File: config.mk
export PLATFORM = sky130hd
export DESIGN_NAME = pipe_ctrl_unit_flat
export DESIGN_NICKNAME = d
export VERILOG_FILES = /design/src/rtl/pipe_ctrl_unit_if.sv /design/src/rtl/pipe_ctrl_unit.sv /design/src/flat_wrapper.sv
export SDC_FILE = /design/constraint.sdc
export NUM_CORES = 1
export LEC_CHECK = 0
export CORE_ASPECT_RATIO = 0.75
export CORE_MARGIN = 5
export CORE_UTILIZATION = 34
export DETAILED_ROUTE_END_ITERATION = 10
export GPL_TIMING_DRIVEN = 0
export PLACE_DENSITY = 0.73
export SYNTH_ARGS = -nofsm -noshare
export SYNTH_HDL_FRONTEND = slang
export SYNTH_SLANG_ARGS = --single-unit
File: constraint.sdc
create_clock -name i_clk -period 0.9 [get_ports i_clk]
set_input_delay 0.09 -clock i_clk [delete_from_list [all_inputs] [get_ports i_clk]]
set_output_delay 0.09 -clock i_clk [all_outputs]
set_load 0.005 [all_outputs]
File: src/rtl/pipe_ctrl_unit_if.sv
// rtl/pipe_ctrl_unit_if.sv - decode input and staged control outputs of pipe_ctrl_unit
interface pipe_ctrl_unit_if #(
    parameter int ILL_CNT_W = 8,
    parameter int IMM_SRC_W = 3
);
    logic [6:0]           i_opcode_d;
    logic                 i_flush_e;
    logic [IMM_SRC_W-1:0] o_imm_src_d;
    logic [1:0]           o_alu_op_e;
    logic                 o_alu_src_e;
    logic                 o_alu_src_a_e;
    logic                 o_jmp_e;
    logic                 o_jalr_e;
    logic                 o_branch_e;
    logic                 o_load_e;
    logic                 o_mem_write_m;
    logic                 o_reg_write_m;
    logic [1:0]           o_result_src_m;
    logic                 o_reg_write_w;
    logic [1:0]           o_result_src_w;
    logic                 o_illegal_e;
    logic [ILL_CNT_W-1:0] o_illegal_cnt;

    modport slave (
        input  i_opcode_d, i_flush_e,
        output o_imm_src_d, o_alu_op_e, o_alu_src_e, o_alu_src_a_e, o_jmp_e, o_jalr_e,
               o_branch_e, o_load_e, o_mem_write_m, o_reg_write_m, o_result_src_m,
               o_reg_write_w, o_result_src_w, o_illegal_e, o_illegal_cnt
    );

    modport master (
        output i_opcode_d, i_flush_e,
        input  o_imm_src_d, o_alu_op_e, o_alu_src_e, o_alu_src_a_e, o_jmp_e, o_jalr_e,
               o_branch_e, o_load_e, o_mem_write_m, o_reg_write_m, o_result_src_m,
               o_reg_write_w, o_result_src_w, o_illegal_e, o_illegal_cnt
    );
endinterface

File: src/rtl/pipe_ctrl_unit.sv
// rtl/pipe_ctrl_unit.sv - RV32I decode with E/M/W control pipeline; CTRL_ILLEGAL_TRAP_EN enables illegal-opcode tracking
module pipe_ctrl_unit #(
    parameter int ILL_CNT_W = 8,
    parameter int IMM_SRC_W = 3
) (
    input logic              i_clk,
    input logic              i_rst,
    pipe_ctrl_unit_if.slave  io_ctrl
);

    logic                 w_reg_write_d;
    logic [1:0]           w_result_src_d;
    logic                 w_mem_write_d;
    logic                 w_jmp_d;
    logic                 w_jalr_d;
    logic                 w_branch_d;
    logic [1:0]           w_alu_op_d;
    logic                 w_alu_src_d;
    logic                 w_alu_src_a_d;
    logic [IMM_SRC_W-1:0] w_imm_src_d;

    // Unknown opcodes fall through to the all-zero NOP bundle
    always_comb begin
        w_reg_write_d  = 1'b0;
        w_result_src_d = 2'b00;
        w_mem_write_d  = 1'b0;
        w_jmp_d        = 1'b0;
        w_jalr_d       = 1'b0;
        w_branch_d     = 1'b0;
        w_alu_op_d     = 2'b00;
        w_alu_src_d    = 1'b0;
        w_alu_src_a_d  = 1'b0;
        w_imm_src_d    = '0;
        case (io_ctrl.i_opcode_d)
            7'b0110011: begin
                w_reg_write_d = 1'b1;
                w_alu_op_d    = 2'b10;
            end
            7'b0000011: begin
                w_reg_write_d  = 1'b1;
                w_result_src_d = 2'b01;
                w_alu_src_d    = 1'b1;
            end
            7'b0010011: begin
                w_reg_write_d = 1'b1;
                w_alu_op_d    = 2'b10;
                w_alu_src_d   = 1'b1;
            end
            7'b1100111: begin
                w_reg_write_d  = 1'b1;
                w_result_src_d = 2'b10;
                w_jmp_d        = 1'b1;
                w_jalr_d       = 1'b1;
                w_alu_src_d    = 1'b1;
            end
            7'b0100011: begin
                w_mem_write_d = 1'b1;
                w_alu_src_d   = 1'b1;
                w_imm_src_d   = IMM_SRC_W'(3'b001);
            end
            7'b1100011: begin
                w_branch_d  = 1'b1;
                w_alu_op_d  = 2'b01;
                w_imm_src_d = IMM_SRC_W'(3'b010);
            end
            7'b1101111: begin
                w_reg_write_d  = 1'b1;
                w_result_src_d = 2'b10;
                w_jmp_d        = 1'b1;
                w_imm_src_d    = IMM_SRC_W'(3'b011);
            end
            7'b0110111: begin
                w_reg_write_d  = 1'b1;
                w_result_src_d = 2'b11;
                w_alu_src_d    = 1'b1;
                w_imm_src_d    = IMM_SRC_W'(3'b100);
            end
            7'b0010111: begin
                w_reg_write_d = 1'b1;
                w_alu_src_d   = 1'b1;
                w_alu_src_a_d = 1'b1;
                w_imm_src_d   = IMM_SRC_W'(3'b100);
            end
            default: ;
        endcase
    end

    assign io_ctrl.o_imm_src_d = w_imm_src_d;

    logic       r_reg_write_e;
    logic [1:0] r_result_src_e;
    logic       r_mem_write_e;
    logic       r_jmp_e;
    logic       r_jalr_e;
    logic       r_branch_e;
    logic [1:0] r_alu_op_e;
    logic       r_alu_src_e;
    logic       r_alu_src_a_e;
    logic       r_reg_write_m;
    logic [1:0] r_result_src_m;
    logic       r_mem_write_m;
    logic       r_reg_write_w;
    logic [1:0] r_result_src_w;

    always_ff @(posedge i_clk or posedge i_rst) begin
        if (i_rst) begin
            r_reg_write_e  <= 1'b0;
            r_result_src_e <= 2'b00;
            r_mem_write_e  <= 1'b0;
            r_jmp_e        <= 1'b0;
            r_jalr_e       <= 1'b0;
            r_branch_e     <= 1'b0;
            r_alu_op_e     <= 2'b00;
            r_alu_src_e    <= 1'b0;
            r_alu_src_a_e  <= 1'b0;
            r_reg_write_m  <= 1'b0;
            r_result_src_m <= 2'b00;
            r_mem_write_m  <= 1'b0;
            r_reg_write_w  <= 1'b0;
            r_result_src_w <= 2'b00;
        end else begin
            if (io_ctrl.i_flush_e) begin
                r_reg_write_e  <= 1'b0;
                r_result_src_e <= 2'b00;
                r_mem_write_e  <= 1'b0;
                r_jmp_e        <= 1'b0;
                r_jalr_e       <= 1'b0;
                r_branch_e     <= 1'b0;
                r_alu_op_e     <= 2'b00;
                r_alu_src_e    <= 1'b0;
                r_alu_src_a_e  <= 1'b0;
            end else begin
                r_reg_write_e  <= w_reg_write_d;
                r_result_src_e <= w_result_src_d;
                r_mem_write_e  <= w_mem_write_d;
                r_jmp_e        <= w_jmp_d;
                r_jalr_e       <= w_jalr_d;
                r_branch_e     <= w_branch_d;
                r_alu_op_e     <= w_alu_op_d;
                r_alu_src_e    <= w_alu_src_d;
                r_alu_src_a_e  <= w_alu_src_a_d;
            end
            r_reg_write_m  <= r_reg_write_e;
            r_result_src_m <= r_result_src_e;
            r_mem_write_m  <= r_mem_write_e;
            r_reg_write_w  <= r_reg_write_m;
            r_result_src_w <= r_result_src_m;
        end
    end

    assign io_ctrl.o_alu_op_e     = r_alu_op_e;
    assign io_ctrl.o_alu_src_e    = r_alu_src_e;
    assign io_ctrl.o_alu_src_a_e  = r_alu_src_a_e;
    assign io_ctrl.o_jmp_e        = r_jmp_e;
    assign io_ctrl.o_jalr_e       = r_jalr_e;
    assign io_ctrl.o_branch_e     = r_branch_e;
    assign io_ctrl.o_load_e       = (r_result_src_e == 2'b01);
    assign io_ctrl.o_mem_write_m  = r_mem_write_m;
    assign io_ctrl.o_reg_write_m  = r_reg_write_m;
    assign io_ctrl.o_result_src_m = r_result_src_m;
    assign io_ctrl.o_reg_write_w  = r_reg_write_w;
    assign io_ctrl.o_result_src_w = r_result_src_w;

`ifdef CTRL_ILLEGAL_TRAP_EN
    logic                 w_illegal_d;
    logic                 r_illegal_e;
    logic [ILL_CNT_W-1:0] r_illegal_cnt;

    always_comb begin
        w_illegal_d = 1'b1;
        case (io_ctrl.i_opcode_d)
            7'b0110011, 7'b0000011, 7'b0010011, 7'b1100111, 7'b0100011,
            7'b1100011, 7'b1101111, 7'b0110111, 7'b0010111: w_illegal_d = 1'b0;
            default: w_illegal_d = 1'b1;
        endcase
    end

    // Counter saturates at all-ones so a trap storm never reads back as a small count
    always_ff @(posedge i_clk or posedge i_rst) begin
        if (i_rst) begin
            r_illegal_e   <= 1'b0;
            r_illegal_cnt <= '0;
        end else begin
            r_illegal_e <= w_illegal_d & ~io_ctrl.i_flush_e;
            if (w_illegal_d && !io_ctrl.i_flush_e && (r_illegal_cnt != {ILL_CNT_W{1'b1}}))
                r_illegal_cnt <= r_illegal_cnt + ILL_CNT_W'(1);
        end
    end

    assign io_ctrl.o_illegal_e   = r_illegal_e;
    assign io_ctrl.o_illegal_cnt = r_illegal_cnt;
`else
    assign io_ctrl.o_illegal_e   = 1'b0;
    assign io_ctrl.o_illegal_cnt = {ILL_CNT_W{1'b0}};
`endif

endmodule

File: src/flat_wrapper.sv
// flat-port wrapper written by rule: the top's interface ports become plain ports
module pipe_ctrl_unit_flat 
#(
    parameter int ILL_CNT_W = 8,
    parameter int IMM_SRC_W = 3
)
  (i_clk, i_rst, io_ctrl_i_opcode_d, io_ctrl_i_flush_e, io_ctrl_o_imm_src_d, io_ctrl_o_alu_op_e, io_ctrl_o_alu_src_e, io_ctrl_o_alu_src_a_e, io_ctrl_o_jmp_e, io_ctrl_o_jalr_e, io_ctrl_o_branch_e, io_ctrl_o_load_e, io_ctrl_o_mem_write_m, io_ctrl_o_reg_write_m, io_ctrl_o_result_src_m, io_ctrl_o_reg_write_w, io_ctrl_o_result_src_w, io_ctrl_o_illegal_e, io_ctrl_o_illegal_cnt);
  pipe_ctrl_unit_if #(.ILL_CNT_W(ILL_CNT_W), .IMM_SRC_W(IMM_SRC_W)) io_ctrl_i ();
  input logic i_clk;
  input logic i_rst;
  input wire logic [$bits(io_ctrl_i.i_opcode_d)-1:0] io_ctrl_i_opcode_d;
  input wire logic [$bits(io_ctrl_i.i_flush_e)-1:0] io_ctrl_i_flush_e;
  output wire logic [$bits(io_ctrl_i.o_imm_src_d)-1:0] io_ctrl_o_imm_src_d;
  output wire logic [$bits(io_ctrl_i.o_alu_op_e)-1:0] io_ctrl_o_alu_op_e;
  output wire logic [$bits(io_ctrl_i.o_alu_src_e)-1:0] io_ctrl_o_alu_src_e;
  output wire logic [$bits(io_ctrl_i.o_alu_src_a_e)-1:0] io_ctrl_o_alu_src_a_e;
  output wire logic [$bits(io_ctrl_i.o_jmp_e)-1:0] io_ctrl_o_jmp_e;
  output wire logic [$bits(io_ctrl_i.o_jalr_e)-1:0] io_ctrl_o_jalr_e;
  output wire logic [$bits(io_ctrl_i.o_branch_e)-1:0] io_ctrl_o_branch_e;
  output wire logic [$bits(io_ctrl_i.o_load_e)-1:0] io_ctrl_o_load_e;
  output wire logic [$bits(io_ctrl_i.o_mem_write_m)-1:0] io_ctrl_o_mem_write_m;
  output wire logic [$bits(io_ctrl_i.o_reg_write_m)-1:0] io_ctrl_o_reg_write_m;
  output wire logic [$bits(io_ctrl_i.o_result_src_m)-1:0] io_ctrl_o_result_src_m;
  output wire logic [$bits(io_ctrl_i.o_reg_write_w)-1:0] io_ctrl_o_reg_write_w;
  output wire logic [$bits(io_ctrl_i.o_result_src_w)-1:0] io_ctrl_o_result_src_w;
  output wire logic [$bits(io_ctrl_i.o_illegal_e)-1:0] io_ctrl_o_illegal_e;
  output wire logic [$bits(io_ctrl_i.o_illegal_cnt)-1:0] io_ctrl_o_illegal_cnt;
  assign io_ctrl_i.i_opcode_d = io_ctrl_i_opcode_d;
  assign io_ctrl_i.i_flush_e = io_ctrl_i_flush_e;
  assign io_ctrl_o_imm_src_d = io_ctrl_i.o_imm_src_d;
  assign io_ctrl_o_alu_op_e = io_ctrl_i.o_alu_op_e;
  assign io_ctrl_o_alu_src_e = io_ctrl_i.o_alu_src_e;
  assign io_ctrl_o_alu_src_a_e = io_ctrl_i.o_alu_src_a_e;
  assign io_ctrl_o_jmp_e = io_ctrl_i.o_jmp_e;
  assign io_ctrl_o_jalr_e = io_ctrl_i.o_jalr_e;
  assign io_ctrl_o_branch_e = io_ctrl_i.o_branch_e;
  assign io_ctrl_o_load_e = io_ctrl_i.o_load_e;
  assign io_ctrl_o_mem_write_m = io_ctrl_i.o_mem_write_m;
  assign io_ctrl_o_reg_write_m = io_ctrl_i.o_reg_write_m;
  assign io_ctrl_o_result_src_m = io_ctrl_i.o_result_src_m;
  assign io_ctrl_o_reg_write_w = io_ctrl_i.o_reg_write_w;
  assign io_ctrl_o_result_src_w = io_ctrl_i.o_result_src_w;
  assign io_ctrl_o_illegal_e = io_ctrl_i.o_illegal_e;
  assign io_ctrl_o_illegal_cnt = io_ctrl_i.o_illegal_cnt;
  pipe_ctrl_unit #(.ILL_CNT_W(ILL_CNT_W), .IMM_SRC_W(IMM_SRC_W)) u_core (.i_clk(i_clk), .i_rst(i_rst), .io_ctrl(io_ctrl_i));
endmodule
-- Word-level counts from Yosys, hierarchy flattened
Index checks and enable logic that the tools add are counted.
- latch bits: 0
- RAM bits: 0
- memory bits (read-only): 0
- output and inout port bits: 27
- memories: 0
- register bits after elaboration: 18
- div/mod/pow operators: 0
- $lt $le $gt $ge: 0
- bitwise gates (word level): 0
- shift-type cells: 0
- add/sub/neg operators: 0
- mux-type cells: 19
- multipliers: 0
- eq/ne operators: 10
- reductions and logical operators: 5
- operator list (kind ; number):
    $eq A7 B6 Y1 const B ; 3
    $eq A7 B7 Y1 const B ; 3
    $eq A7 B5 Y1 const B ; 2
    $mux W1 ; 14
    $pmux W3 S4 ; 1
    $eq A7 B2 Y1 const B ; 1
    $reduce_or A7 Y1 ; 1
    $pmux W2 S3 ; 1
    $reduce_or A2 Y1 ; 3
    $reduce_or A6 Y1 ; 1
    $mux W2 ; 2
    $pmux W2 S2 ; 1
    $eq A2 B1 Y1 const B ; 1

-- Logic depth before layout (Yosys ltp)
Gate-level depths: netlist of the first run.
- depth after elaboration: 4
- mapped depth: 5
- depth with buffers taken out: 5

-- Worst setup path after synthesis of the first run
Ideal clock, no wire load.
- path kind: input to register
- from: in io_ctrl_i_opcode_d[6]
- to: reg u_core.r_result_src_e[1]
- stages on the path: 5
- data arrival time: 0.966 ns
- setup slack: -0.140 ns
- cells stage by stage: buf_6 > or4_4 > clkinv_2 > nand2_2 > a21oi_2
- longest elaborated chain between the ends: 4
- elaborated cells between the ends (all ways): 7
- those cells by class: 4 x eq/ne; 2 x mux; 1 x reduce/logical
- ends and longest elaborated chain (element ; RTL line ; text):
    from (decl) ; flat_wrapper.sv:11 ; input wire logic [$bits(io_ctrl_i.i_opcode_d)-1:0] io_ctrl_i_opcode_d;
    $eq A7 B7 Y1 ; pipe_ctrl_unit.sv:34 ; case (io_ctrl.i_opcode_d)
    $reduce_or A2 Y1 (no line) ; - ;
    $pmux W2 S3 (*) ; pipe_ctrl_unit.sv:34 ;
    $mux W2 (*) ; pipe_ctrl_unit.sv:122 ; if (io_ctrl.i_flush_e) begin
    to (signal assigned) ; pipe_ctrl_unit.sv:134 ; r_result_src_e <= w_result_src_d;
    to (decl) ; pipe_ctrl_unit.sv:91 ; logic [1:0] r_result_src_e;
Mark *: on every way between the ends. The rest lies on a longest branch, timed or not.

-- Worst setup path after layout of the first run
- from: reg u_core.r_result_src_e[0]
- to: out io_ctrl_o_load_e
- longest elaborated chain between the ends: 1
- ends and longest elaborated chain (element ; RTL line ; text):
    $eq A2 B1 Y1 ; pipe_ctrl_unit.sv:157 ; assign io_ctrl.o_load_e = (r_result_src_e == 2'b01);
    to (decl) ; flat_wrapper.sv:20 ; output wire logic [$bits(io_ctrl_i.o_load_e)-1:0] io_ctrl_o_load_e;
No other way between the ends.

==> impl_metrics.json, run 1 <==
{
  "dieArea_mm2": 0.003199,
  "initial_core_util_pct": 36.15,
  "cts_max_level": 1,
  "grt_max_degree": 18,
  "crit_slowest_cell": "dfrtp_1",
  "cts_buffers": 3,
  "crit_path_end": "io_ctrl_o_load_e",
  "syn_to_final_growth_pct": 52.64,
  "rsz0062_at_grt": "true",
  "crit_path_cell_trace": "nor2b_1 -> buf_2",
  "tritoncts": "yes",
  "critPathCaptureType": "primary output",
  "max_slew_margin_pct": 58.77,
  "num_rows": 14,
  "worstReg2RegStart": "u_core.io_ctrl.o_reg_write_m",
  "failed_checks": "setup timing",
  "final_area_mm2": 0.001121,
  "slew_viol_final": 0,
  "ys_warn_count": 0,
  "ant_nets": 0,
  "drt_wl_total_um": 1671,
  "drive_gt1_share_pct": 54.05,
  "drtIter0Drc": 8,
  "cts_buffer_depth": 2,
  "path_buf_inv": 1,
  "clock_latency_ns": 0.28,
  "start_kind": "register",
  "clock-skew-final_ns": 0.0003185,
  "cts-root-buf": "clkbuf_4",
  "synth_cells": 66,
  "grt_pass1_vias": 661,
  "grt_pass1_wl_um": 2870,
  "fillerInstances": 191,
  "globalRouteOverflowTotal": 0,
  "die_h_um": 50.25,
  "worstMarginPinSlew_ns": 0.6177,
  "synth_seq_cells": 17,
  "setup_viol": 4,
  "drtPass1Iterations": 2,
  "post_synth.cell_area_avg_um2": 11.13,
  "crit_family": "flip-flops",
  "r2r_end": "u_core.io_ctrl.o_reg_write_w",
  "gp_congestion": 0.7576,
  "hold_slack_ns": 0.02258,
  "final_common_cell": "buf_2",
  "synth_area_leaders": "dfrtp_1 58%, buf_4 10%, nor3_1 3.4%",
  "antennaDiodeCount": 0,
  "fp.dieW_um": 63.67,
  "cts_num_sinks": 17,
  "synthesis.area_um2": 734.5,
  "rrSetupSlack_ns": 0.29,
  "antenna_found_initial": 0,
  "max-cap-violations": 0,
  "seq_area_frac_synth_pct": 57.92,
  "ys.flop_type": "dfrtp_1",
  "dpl.hpwl_um": 1182,
  "core_mm2": 0.002032,
  "timing.fmax_mhz": 996.4,
  "cp_slowest_stage_delay_ns": 0.38,
  "final_util_pct": 55.17,
  "layout.nets": 122,
  "path_max_fanout": 2,
  "worstRegToRegCells": 1,
  "criticalPathCategory": "reg -> out",
  "clkTransAtPathRegs_ns": 0.10,
  "p_leak_nw": 0.6201,
  "layout_common_cells": "18 x buf_2, 17 x buf_4, 17 x dfrtp_1, 9 x conb_1",
  "period_needed_ns": 1.004,
  "synth_top_area_share_pct": 57.92,
  "ys_async_sr_fraction_pct": 100.0,
  "status": "finished, violations left",
  "synth-edff-count": 0,
  "ir_worst_vdd_v": 0.0008111,
  "finalWorstSetupSlack_ns": -0.1037,
  "required_ns": 0.81,
  "route.detailed.wl_per_inst_um": 12.38,
  "ioPinCount": 37,
  "final-seq-area_um2": 425.4,
  "viasPerCell": 4.444,
  "p_per_area_mw_per_mm2": 1215,
  "worstHoldPathType": "in -> reg",
  "post-route-period-util_pct": 111.5,
  "synthDistinctLibCells": 28,
  "final-hold-violation-count": 0,
  "synth_area_leader_cell": "dfrtp_1",
  "io_buffers": 25,
  "path_depth": 2,
  "track_usage_pct": 11.10,
  "routed-via-count": 600,
  "arrival_ns": 0.91,
  "multi_input_area_um2": 294.0,
  "place_area_mm2": 0.001052,
  "drc_errors": 0,
  "worstSetupStartpoint": "u_core.r_result_src_e[0]"
}
-- stage by stage --
stage | power [mW] | setup TNS [ns] | instances | worst slack, ns
2_1_floorplan | 0.8782 | -0.4732 | 74 | -0.1218
3_3_place_gp | 0.9435 | -8.219 | 123 | -0.9679
3_5_place_dp | 0.9486 | -9.402 | 123 | -0.9792
4_1_cts | 1.367 | -0.3919 | 134 | -0.1228
5_1_grt | 1.445 | -0.7083 | 135 | -0.1611
6_report | 1.363 | -0.3432 | 135 | -0.1037
-- cell type report --
class | count | area share [%]
Inverter | 2 | 1.116
Buffer | 12 | 8.705
Clock buffer | 3 | 2.009
Tap cell | 24 | 2.679
Sequential cell | 17 | 37.95
Multi-Input combinational cell | 43 | 26.23
Clock inverter | 1 | 0.4464
Timing Repair Buffer | 33 | 20.87
-- worst min-delay path by stage --
stage | from | end | slack (ns) | depth (start not counted)
6_report | io_ctrl_i_opcode_d[5] | u_core.io_ctrl.o_alu_src_a_e | 0.02 | 2
5_1_grt | io_ctrl_i_opcode_d[5] | u_core.io_ctrl.o_alu_src_a_e | 0.02 | 2
4_1_cts | io_ctrl_i_opcode_d[5] | u_core.io_ctrl.o_alu_src_a_e | 0.02 | 2
3_5_place_dp | u_core.r_mem_write_e | u_core.io_ctrl.o_mem_write_m | 0.33 | 0
3_3_place_gp | u_core.r_reg_write_e | u_core.io_ctrl.o_reg_write_m | 0.33 | 0
2_1_floorplan | i_rst | u_core.io_ctrl.o_alu_op_e[0] | 0.02 | 1
-- timing repair --
action / in CTS / in global routing
buffers inserted: 7 / 1
hold endpoints to repair: 1 / 0
resized for setup: 114 / 5
setup endpoints to repair: 28 / 17
pin swaps: 6 / 1
hold buffers: 1 / 0
-- kinds of logic (layout without fill, tap and decap cells) --
group           after synthesis  after routing  synth area share (%)
compound gates                6              6                 5.964
xor+xnor                      1              1                 1.193
buf+inv                      14             51                 13.46
flops                        17             17                 57.92
other cells                   1              9                0.5106
simple gates                 27             27                 20.96
-- flip-flops by register name, summed over array words and instances (netlist names) --
name                           count
u_core.io_ctrl.o_mem_write_m       1
u_core.io_ctrl.o_jalr_e            1
u_core.r_mem_write_e               1
u_core.io_ctrl.o_reg_write_w       1
u_core.io_ctrl.o_result_src_m      2
u_core.io_ctrl.o_alu_src_e         1
u_core.io_ctrl.o_result_src_w      2
u_core.io_ctrl.o_jmp_e             1
u_core.r_result_src_e              2
u_core.io_ctrl.o_alu_src_a_e       1
u_core.io_ctrl.o_alu_op_e          2
u_core.r_reg_write_e               1
u_core.io_ctrl.o_reg_write_m       1
-- Yosys cell counts (2+ instances only) --
| library cell | number |
|---|---|
| buf_4 | 10 |
| dfrtp_1 | 17 |
| nand2_1 | 3 |
| nand3_1 | 2 |
| nor2_1 | 4 |
| nor2b_1 | 2 |
| nor3_1 | 5 |
| or3_1 | 3 |
-- power breakdown --
group | internal [mW] | switching, mW | total [mW]
Clock | 0.165 | 0.226 | 0.391
Sequential | 0.770 | 0.00189 | 0.771
Combinational | 0.104 | 0.0958 | 0.200
-- metal layers --
| layer | share of wire [%] | vias up | GRT usage, % |
|---|---|---|---|
| met4 | 0 | 0 | 3.114 |
| met3 | 9.3 | 0 | 4.464 |
| li1 | - | 295 | - |
| met5 | 0 | - | 0 |
| met2 | 46 | 31 | 17.91 |
| met1 | 45 | 274 | 13.79 |
(Power assumes the default switching activity.)
==> run 2: changes to the inputs <==
--- a/config.mk
+++ b/config.mk
@@ -11,6 +11,7 @@
 export DETAILED_ROUTE_END_ITERATION = 10
 export GPL_TIMING_DRIVEN = 0
 export PLACE_DENSITY = 0.73
+export SLEW_MARGIN = 10
 export SYNTH_ARGS = -nofsm -noshare
 export SYNTH_HDL_FRONTEND = slang
 export SYNTH_SLANG_ARGS = --single-unit
==> results of run 2 <==
Same layout as run 1: the final DEF is identical, and so are final timing and power.
==> run 3: changes to the inputs <==
--- a/config.mk
+++ b/config.mk
@@ -10,7 +10,7 @@
 export CORE_UTILIZATION = 34
 export DETAILED_ROUTE_END_ITERATION = 10
 export GPL_TIMING_DRIVEN = 0
-export PLACE_DENSITY = 0.73
+export PLACE_DENSITY = 0.75
 export SLEW_MARGIN = 10
 export SYNTH_ARGS = -nofsm -noshare
 export SYNTH_HDL_FRONTEND = slang
==> impl_metrics.json, run 3 (synthesized netlist as in run 1, its figures left out) <==
{
  "p_per_area_mw_per_mm2": 1182,
  "gp_congestion": 0.8066,
  "max_slew_margin_pct": 58.65,
  "final_area_mm2": 0.001152,
  "clock-skew-final_ns": 0.005299,
  "layout_common_cells": "17 x dfrtp_1, 16 x buf_4, 16 x buf_2, 9 x conb_1, 8 x buf_6",
  "crit_path_cell_trace": "buf_8 -> or4_4 -> clkinv_4 -> buf_6",
  "grt_pass1_wl_um": 2746,
  "cp_slowest_stage_delay_ns": 0.56,
  "finalWorstSetupSlack_ns": -0.09751,
  "drtIter0Drc": 6,
  "place_area_mm2": 0.001052,
  "criticalPathCategory": "in -> out",
  "ioPinCount": 37,
  "total_power_mw": 1.362,
  "grt_pass1_vias": 610,
  "antennaDiodeCount": 0,
  "path_buf_inv": 3,
  "max-cap-violations": 0,
  "antenna_found_initial": 0,
  "clock_latency_ns": 0.28,
  "start_kind": "input pin",
  "slew_viol_final": 0,
  "drc_errors": 0,
  "die_h_um": 50.25,
  "fp.dieW_um": 63.67,
  "syn_to_final_growth_pct": 56.90,
  "routed-via-count": 593,
  "rsz0062_at_grt": "true",
  "dieArea_mm2": 0.003199,
  "core_mm2": 0.002032,
  "cts_buffer_depth": 2,
  "num_rows": 14,
  "critPathCaptureType": "primary output",
  "drive_gt1_share_pct": 51.33,
  "drt_wl_total_um": 1598,
  "stdcell_count": 137,
  "failed_checks": "setup timing",
  "arrival_ns": 0.91,
  "layout.nets": 124,
  "crit_slowest_cell": "or4_4",
  "final_util_pct": 56.71,
  "rrSetupSlack_ns": 0.18,
  "globalRouteOverflowTotal": 0,
  "status": "finished, violations left",
  "timing.fmax_mhz": 1003,
  "track_usage_pct": 10.52,
  "viasPerCell": 4.328,
  "cts-root-buf": "clkbuf_4",
  "cts_num_sinks": 17,
  "grt_max_degree": 18,
  "io_buffers": 25,
  "crit_family": "simple AND/OR/NAND/NOR gates",
  "path_max_fanout": 5,
  "cts_buffers": 3,
  "period_needed_ns": 0.9975,
  "dp_cells": 123,
  "initial_core_util_pct": 36.15,
  "post-route-period-util_pct": 110.8,
  "route.detailed.wl_per_inst_um": 11.66,
  "final-hold-violation-count": 0,
  "drtPass1Iterations": 2,
  "p_leak_nw": 0.6337,
  "final_common_cell": "dfrtp_1",
  "dpl.hpwl_um": 1174,
  "ant_nets": 0,
  "clkTransAtPathRegs_ns": 0.09,
  "required_ns": 0.81,
  "cts_max_level": 1,
  "setup_viol": 5,
  "ir_worst_vdd_v": 0.0007576,
  "worstMarginPinSlew_ns": 0.6195,
  "tritoncts": "yes",
  "worstHoldPathType": "in -> reg"
}
==> run 3: cell count changes in the layout (fill, tap and decap cells not counted), sizes merged <==
cell,before,now
clkinv,2,1
dlygate4sd3,1,2
buf,42,43
clkbuf,4,5
==> run 3: worst paths after layout <==
kind / startpoint / end / depth (start not counted)
worst max-delay path: io_ctrl_i_opcode_d[3] / io_ctrl_o_imm_src_d[2] / 4
worst min-delay path: io_ctrl_i_opcode_d[4] / u_core.io_ctrl.o_alu_op_e[1] / 2
worst max register to register: u_core.io_ctrl.o_result_src_m[1] / u_core.io_ctrl.o_result_src_w[1] / 2
worst min register to register: u_core.r_reg_write_e / u_core.io_ctrl.o_reg_write_m / 0
max in group asynchronous: i_rst / u_core.io_ctrl.o_alu_src_e / 2
min in group asynchronous: i_rst / u_core.io_ctrl.o_reg_write_w / 2
==> run 3: layer usage <==
| layer | share of wire (%) | vias to the layer above | GRT usage [%] |
|---|---|---|---|
| met5 | 0 | - | 0 |
| met4 | 0 | 0 | 3.114 |
| met3 | 9.2 | 0 | 4.464 |
| met2 | 51 | 23 | 17.40 |
| met1 | 40 | 273 | 12.53 |
| li1 | - | 297 | - |
==> run 3: where the power goes <==
part           internal (mW)  switching, mW  leakage (nW)
combinational          0.114         0.0928         0.382
sequential             0.770        0.00186         0.237
clock                  0.172          0.212        0.0150
==> run 3: timing repair <==
item / 4_1_cts / 5_1_grt
pin swaps: 4 / 4
cloned: 0 / 0
setup endpoints to repair: 27 / 16
hold buffers: 1 / 1
hold endpoints to repair: 1 / 1
buffers inserted: 6 / 2
gates resized for setup: 114 / 9
==> run 3: layout make-up <==
type,instances,area [µm²]
repair buffers,35,271.5
plain buffers,12,97.59
fillers,200,879.6
multi-input cells,43,289.0
inverters,2,12.51
clock buffers,4,26.28
flip-flops and latches,17,425.4
well taps,24,30.03
==> run 3: metrics by stage <==
step	TNS [ns]	setup slack, ns	hold slack (ns)
detailed placement	-9.237	-0.9876	0.3347
finish	-0.3282	-0.09751	0.04209
global route	-0.6200	-0.1556	0.02963
global placement	-8.323	-0.9712	0.3343
CTS	-0.3828	-0.1045	0.02409
floorplan	-0.4732	-0.1218	0.01607
